===== src/rtl/div_unit.sv =====
// rtl/div_unit.sv - multi-cycle restoring radix-2 integer divider (DIV/DIVU)
// One quotient bit per cycle on operand magnitudes; signs are applied at completion.
module div_unit #(
   parameter int WIDTH = 32
) (
   input  logic             clk,
   input  logic             resetn,
   input  logic             div_start,
   input  logic             div_signed,
   input  logic [WIDTH-1:0] div_opr1,
   input  logic [WIDTH-1:0] div_opr2,
   input  logic             div_cancel,
   output logic             div_busy,
   output logic             div_done,
   output logic [WIDTH-1:0] div_quot,
   output logic [WIDTH-1:0] div_rem
);

   localparam int CW = $clog2(WIDTH + 1);

   typedef enum logic [1:0] {
      S_IDLE = 2'd0,
      S_CALC = 2'd1,
      S_DONE = 2'd2
   } state_t;

   state_t           state_q, state_d;
   logic [CW-1:0]    cnt_q, cnt_d;
   logic [WIDTH-1:0] acc_q, acc_d;     // partial remainder
   logic [WIDTH-1:0] quo_q, quo_d;     // dividend magnitude shifting out, quotient shifting in
   logic [WIDTH-1:0] dvsr_q, dvsr_d;
   logic [WIDTH-1:0] opr1_q, opr1_d;
   logic             qneg_q, qneg_d;
   logic             rneg_q, rneg_d;
   logic             dvz_q, dvz_d;
   logic [WIDTH-1:0] quot_q, quot_d;
   logic [WIDTH-1:0] rem_q, rem_d;

   logic             sgn1, sgn2;
   logic [WIDTH:0]   trial;
   logic             ge;
   logic [WIDTH-1:0] diff;

   always_ff @(posedge clk or negedge resetn) begin
      if (!resetn) begin
         state_q <= S_IDLE;
         cnt_q   <= '0;
         acc_q   <= '0;
         quo_q   <= '0;
         dvsr_q  <= '0;
         opr1_q  <= '0;
         qneg_q  <= 1'b0;
         rneg_q  <= 1'b0;
         dvz_q   <= 1'b0;
         quot_q  <= '0;
         rem_q   <= '0;
      end else begin
         state_q <= state_d;
         cnt_q   <= cnt_d;
         acc_q   <= acc_d;
         quo_q   <= quo_d;
         dvsr_q  <= dvsr_d;
         opr1_q  <= opr1_d;
         qneg_q  <= qneg_d;
         rneg_q  <= rneg_d;
         dvz_q   <= dvz_d;
         quot_q  <= quot_d;
         rem_q   <= rem_d;
      end
   end

   always_comb begin
      state_d = state_q;
      cnt_d   = cnt_q;
      acc_d   = acc_q;
      quo_d   = quo_q;
      dvsr_d  = dvsr_q;
      opr1_d  = opr1_q;
      qneg_d  = qneg_q;
      rneg_d  = rneg_q;
      dvz_d   = dvz_q;
      quot_d  = quot_q;
      rem_d   = rem_q;

      sgn1  = div_signed & div_opr1[WIDTH-1];
      sgn2  = div_signed & div_opr2[WIDTH-1];
      // Trial subtraction: the true difference is always below the divisor, so WIDTH bits suffice.
      trial = {acc_q, quo_q[WIDTH-1]};
      ge    = (trial >= {1'b0, dvsr_q});
      diff  = trial[WIDTH-1:0] - dvsr_q;

      case (state_q)
         S_IDLE: begin
            if (div_start && !div_cancel) begin
               state_d = S_CALC;
               cnt_d   = '0;
               acc_d   = '0;
               quo_d   = sgn1 ? (-div_opr1) : div_opr1;
               dvsr_d  = sgn2 ? (-div_opr2) : div_opr2;
               opr1_d  = div_opr1;
               qneg_d  = sgn1 ^ sgn2;
               rneg_d  = sgn1;
               dvz_d   = (div_opr2 == '0);
            end
         end
         S_CALC: begin
            if (div_cancel) begin
               state_d = S_IDLE;
            end else if (cnt_q == CW'(WIDTH)) begin
               state_d = S_DONE;
               // Divide-by-zero bypasses sign fix-up: all-ones quotient, raw dividend remainder.
               quot_d  = dvz_q ? '1 : (qneg_q ? (-quo_q) : quo_q);
               rem_d   = dvz_q ? opr1_q : (rneg_q ? (-acc_q) : acc_q);
            end else begin
               acc_d = ge ? diff : trial[WIDTH-1:0];
               quo_d = {quo_q[WIDTH-2:0], ge};
               cnt_d = cnt_q + CW'(1);
            end
         end
         S_DONE: begin
            state_d = S_IDLE;
         end
         default: begin
            state_d = S_IDLE;
         end
      endcase
   end

   assign div_busy = (state_q != S_IDLE);
   assign div_done = (state_q == S_DONE);
   assign div_quot = quot_q;
   assign div_rem  = rem_q;

endmodule

===== config.mk =====
export PLATFORM = sky130hd
export DESIGN_NAME = div_unit
export DESIGN_NICKNAME = d
export VERILOG_FILES = /design/src/rtl/div_unit.sv
export SDC_FILE = /design/constraint.sdc
export NUM_CORES = 1
export LEC_CHECK = 0
export BUFFER_PORTS_ARGS = -buffer_cell sky130_fd_sc_hd__buf_2
export CAP_MARGIN = 40
export CORE_ASPECT_RATIO = 0.7
export CORE_MARGIN = 2
export CORE_UTILIZATION = 55
export CTS_CLUSTER_SIZE = 28
export DETAILED_ROUTE_END_ITERATION = 16
export PLACE_DENSITY_LB_ADDON = 0.15
export SYNTH_ARGS = -nofsm -noshare
export SYNTH_HDL_FRONTEND = slang
export SYNTH_SLANG_ARGS = --single-unit

===== constraint.sdc =====
create_clock -name clk -period 4.8 [get_ports clk]
set_clock_uncertainty 0.15 [all_clocks]
set_input_delay 0 -clock clk [delete_from_list [all_inputs] [get_ports clk]]
set_output_delay 0 -clock clk [all_outputs]
set_load 0.01 [all_outputs]

==> flow_metrics.env <==
export IMPL_outcome="finished clean"
export IMPL_synth_edf_count=0
export IMPL_cts_root_buffer_cell="clkbuf_16"
export IMPL_combinational_fraction_of_design_power_pct=45.9
export IMPL_worst_ep_required_time_ns=5.06
export IMPL_setup_slack_ns=0.6913
export IMPL_slew_violations=0
export IMPL_via_count=12040
export IMPL_share_clk_of_total_power_pct=21.5
export IMPL_timing_slew_headroom_pct=35.69
export IMPL_floorplan_die_area_um2=24370
export IMPL_synth_commonest_cells="nand2_1 (275), dfrtp_1 (203), o21ai_0 (158)"
export IMPL_seq_power_share_pct=32.6
export IMPL_fmax_mhz=243.4
export IMPL_power_internal_uw=4219
export IMPL_cts_repair_resize_count=0
export IMPL_globalRouteOverflowTotal=0
export IMPL_post_synth_top_count_cell="nand2_1"
export IMPL_synth_fa_ha_area_share_pct=3.896
export IMPL_post_synth_main_area_contributors="dfrtp_1 (40%), nand2_1 (8.1%), o21ai_0 (6.2%), xor2_1 (5.5%), a21oi_1 (5.3%)"
export IMPL_synth_seq_area_share_pct=39.95
export IMPL_place_detailed_hpwl_mm=24.96
export IMPL_die_height_um=131.2
export IMPL_grt_pass1_wl_mm=58.17
export IMPL_diodes=0
export IMPL_ys_warn_count=0
export IMPL_synth_largest_area_cell="dfrtp_1"
export IMPL_finalWorstPathRequiredPeriod_ns=4.109
export IMPL_gr_usage_met2_pct=42.71
export IMPL_synth_ff_type="dfrtp_1"
export IMPL_grt_usage_pct=29.36
export IMPL_die_x_um=185.7
export IMPL_power_switching_share_pct=42.65
export IMPL_top_level_ports=135
export IMPL_worstHoldPathType="in2reg"
export IMPL_fin_setup_tns_ns=0
export IMPL_switchingPower_uw=3137
export IMPL_place_congestion=0.8854
export IMPL_netlist_cell_type_count=72
export IMPL_syn_num_nets=1658
export IMPL_setup_worst_path_end_class="flip-flop"
export IMPL_hold_path_start="div_start"
export IMPL_grt_setup_unrepaired="no"
export IMPL_post_drt_wl_per_cell_um=17.38
export IMPL_clk_transition_reported_paths_ns=0.06
export IMPL_worstMarginPinSlew_ns=0.9646
export IMPL_total_number_of_h_tree_levels=1
export IMPL_via_to_cell_ratio=5.860
export IMPL_share_of_the_synthesized_area_in_compound_gates_ao_oa_aoi_oai_pct=20.43
export IMPL_global_route_usage_met1_pct=46.27
export IMPL_postCtsSetupBuffers=0
export IMPL_synthSimpleGateAreaFrac_pct=21.27
export IMPL_antenna_violating_nets_post_route=0
export IMPL_effective_utilization_at_floorplan_pct=56.07
export IMPL_postSynthCellCount=1550
export IMPL_numPortBuffers=134
export IMPL_clock_sink_count=203
export IMPL_largest_family_of_logic_cells_by_synthesized_area="simple AND/OR/NAND/NOR gates"
export IMPL_tritoncts_clock_tree="yes"
export IMPL_grt_most_used_layer="met1"
export IMPL_synthesis_area_um2=12720
export IMPL_layout_worst_path_cycle_share_pct=85.60
export IMPL_criticalPathCategory="reg2reg"
export IMPL_drcViolationCount=0
export IMPL_worstSetupStartpoint="acc_q[25]"
export IMPL_floorplan_rows=46
export IMPL_dp_slack_ns=0.8770
export IMPL_cts_path_max_buffers=3
export IMPL_async_flop_share_pct=100.0
export IMPL_grt_max_degree=174
export IMPL_clk_insertion_delay_late_ns=0.51
export IMPL_worst_ir_drop_vdd_mv=0.3400
export IMPL_coreArea_um2=22680
export IMPL_share_of_post_route_cells_with_drive_strength_above_1_pct=12.68
export IMPL_holdBufCountCts=95
export IMPL_initial_antenna_violation_count=0
export IMPL_critical_path_startpoint_type="flip-flop"
export IMPL_finalSetupViolations=0
export IMPL_timing_final_hold_violations=0
export IMPL_synth_xor_area_share_pct=9.987
export IMPL_worst_ep_arrival_time_ns=4.37
export IMPL_drt_iter0_markers=1237
export IMPL_first_pass_iters=6
export IMPL_synthDominantCellAreaShare_pct=39.95
export IMPL_critPathMaxFanout=13
export IMPL_postSynthAreaPerCell_um2=8.204
export IMPL_routed_wl_mm=35.71
export IMPL_rr_startpoint="acc_q[25]"
export IMPL_numCtsBuffers=21
export IMPL_power_leakage_uw=0.007092
export IMPL_areaGrowthSynthToFinish_pct=20.10
export IMPL_post_synth_mux_area_share_pct=0.3149
export IMPL_min_path_cells=4
export IMPL_postSynthRegisterBits=203
export IMPL_timing_reg2reg_worst_path_depth=9
export IMPL_power_density_nw_per_um2=481.7
export IMPL_fin_nets=1839
export IMPL_cap_viol_max_count=0
export IMPL_grt_use_met3_pct=3.853
export IMPL_first_global_vias=11300
[sequential cells by signal (all words and copies together) (netlist names)]
register,cells
acc_q,32
cnt_q,6
div_quot,32
div_rem,32
dvsr_q,32
dvz_q,1
opr1_q,32
qneg_q,1
quo_q,32
rneg_q,1
state_q,2
[critical path: stages, from the launching register on]
cell and delay (ns):
dfrtp_1 0.48, ha_1 0.44, and3_1 0.30, nand2_1 0.25
nor4_1 0.76, a221oi_1 0.18, nor2b_1 0.29, o31a_1 0.63
nand2_1 0.29, o21ai_0 0.25
[worst paths after layout]
check / end / slack (ns)
max: acc_q[24] / 0.69
min: cnt_q[4] / 0.05
max reg2reg: acc_q[24] / 0.69
min reg2reg: div_quot[0] / 0.32
max in group asynchronous: div_rem[23] / 3.14
min in group asynchronous: dvsr_q[1] / 0.40
[through the flow]
stage | power, µW | cells | hold WS [ns] | util (%) | cell area (µm²)
6_report | 7357 | 2055 | 0.05473 | 67.35 | 15270
5_1_grt | 7872 | 2055 | 0.07335 | 67.35 | 15270
4_1_cts | 7314 | 2055 | 0.04316 | 67.35 | 15270
3_5_place_dp | 5637 | 1925 | -0.2328 | 60.32 | 13680
3_3_place_gp | 5556 | 1921 | -0.2384 | 59.95 | 13590
2_1_floorplan | 4765 | 1550 | -0.4456 | - | 12720
[layer usage]
layer	up-vias	wire, µm
met1	5803	17180
met2	399	15410
li1	5787	-
met5	-	0
met3	53	2420
met4	0	705
[layout make-up]
class	count	area [µm²]
Clock inverter	7	60.06
Clock buffer	28	571.8
Timing Repair Buffer	245	1828
Fill cell	1969	7405
Sequential cell	203	5081
Multi-Input combinational cell	1209	7149
Tap cell	312	390.4
Inverter	51	191.4
[power groups by stage]
stage          combinational, µW  sequential [µW]  clock (µW)
2_1_floorplan               2490             2280           0
3_3_place_gp                3140             2420           0
3_5_place_dp                3220             2420           0
4_1_cts                     3330             2390        1600
5_1_grt                     3760             2440        1670
6_report                    3380             2400        1580
[cell usage in the layout, fill, tap and decap left out, drive strengths merged, types with 11 or more instances in the layout]
| master | instances |
|---|---|
| dfrtp | 203 |
| o41ai | 11 |
| nand2 | 275 |
| and3 | 14 |
| nor4 | 14 |
| or3 | 21 |
| or4 | 11 |
| a32oi | 11 |
| a31oi | 13 |
| nor3 | 24 |
| ha | 38 |
| dlygate4sd3 | 94 |
| nand3 | 44 |
| clkbuf | 29 |
| xnor2 | 65 |
| buf | 150 |
| inv | 51 |
| o21ai | 164 |
| a21oi | 135 |
| o31ai | 32 |
| nor2 | 134 |
| xor2 | 80 |
[kinds of logic (layout without fill, tap and decap cells)]
group / count (synthesis) / in the layout
adders and majority gates: 39 / 39
muxes: 4 / 4
AOI/OAI and AO/OA: 428 / 428
buffers and inverters: 138 / 331
DFF: 203 / 203
and+or+nand+nor: 593 / 593
xor gates and xnor gates: 145 / 145
Power figures use the tool's default switching activity.
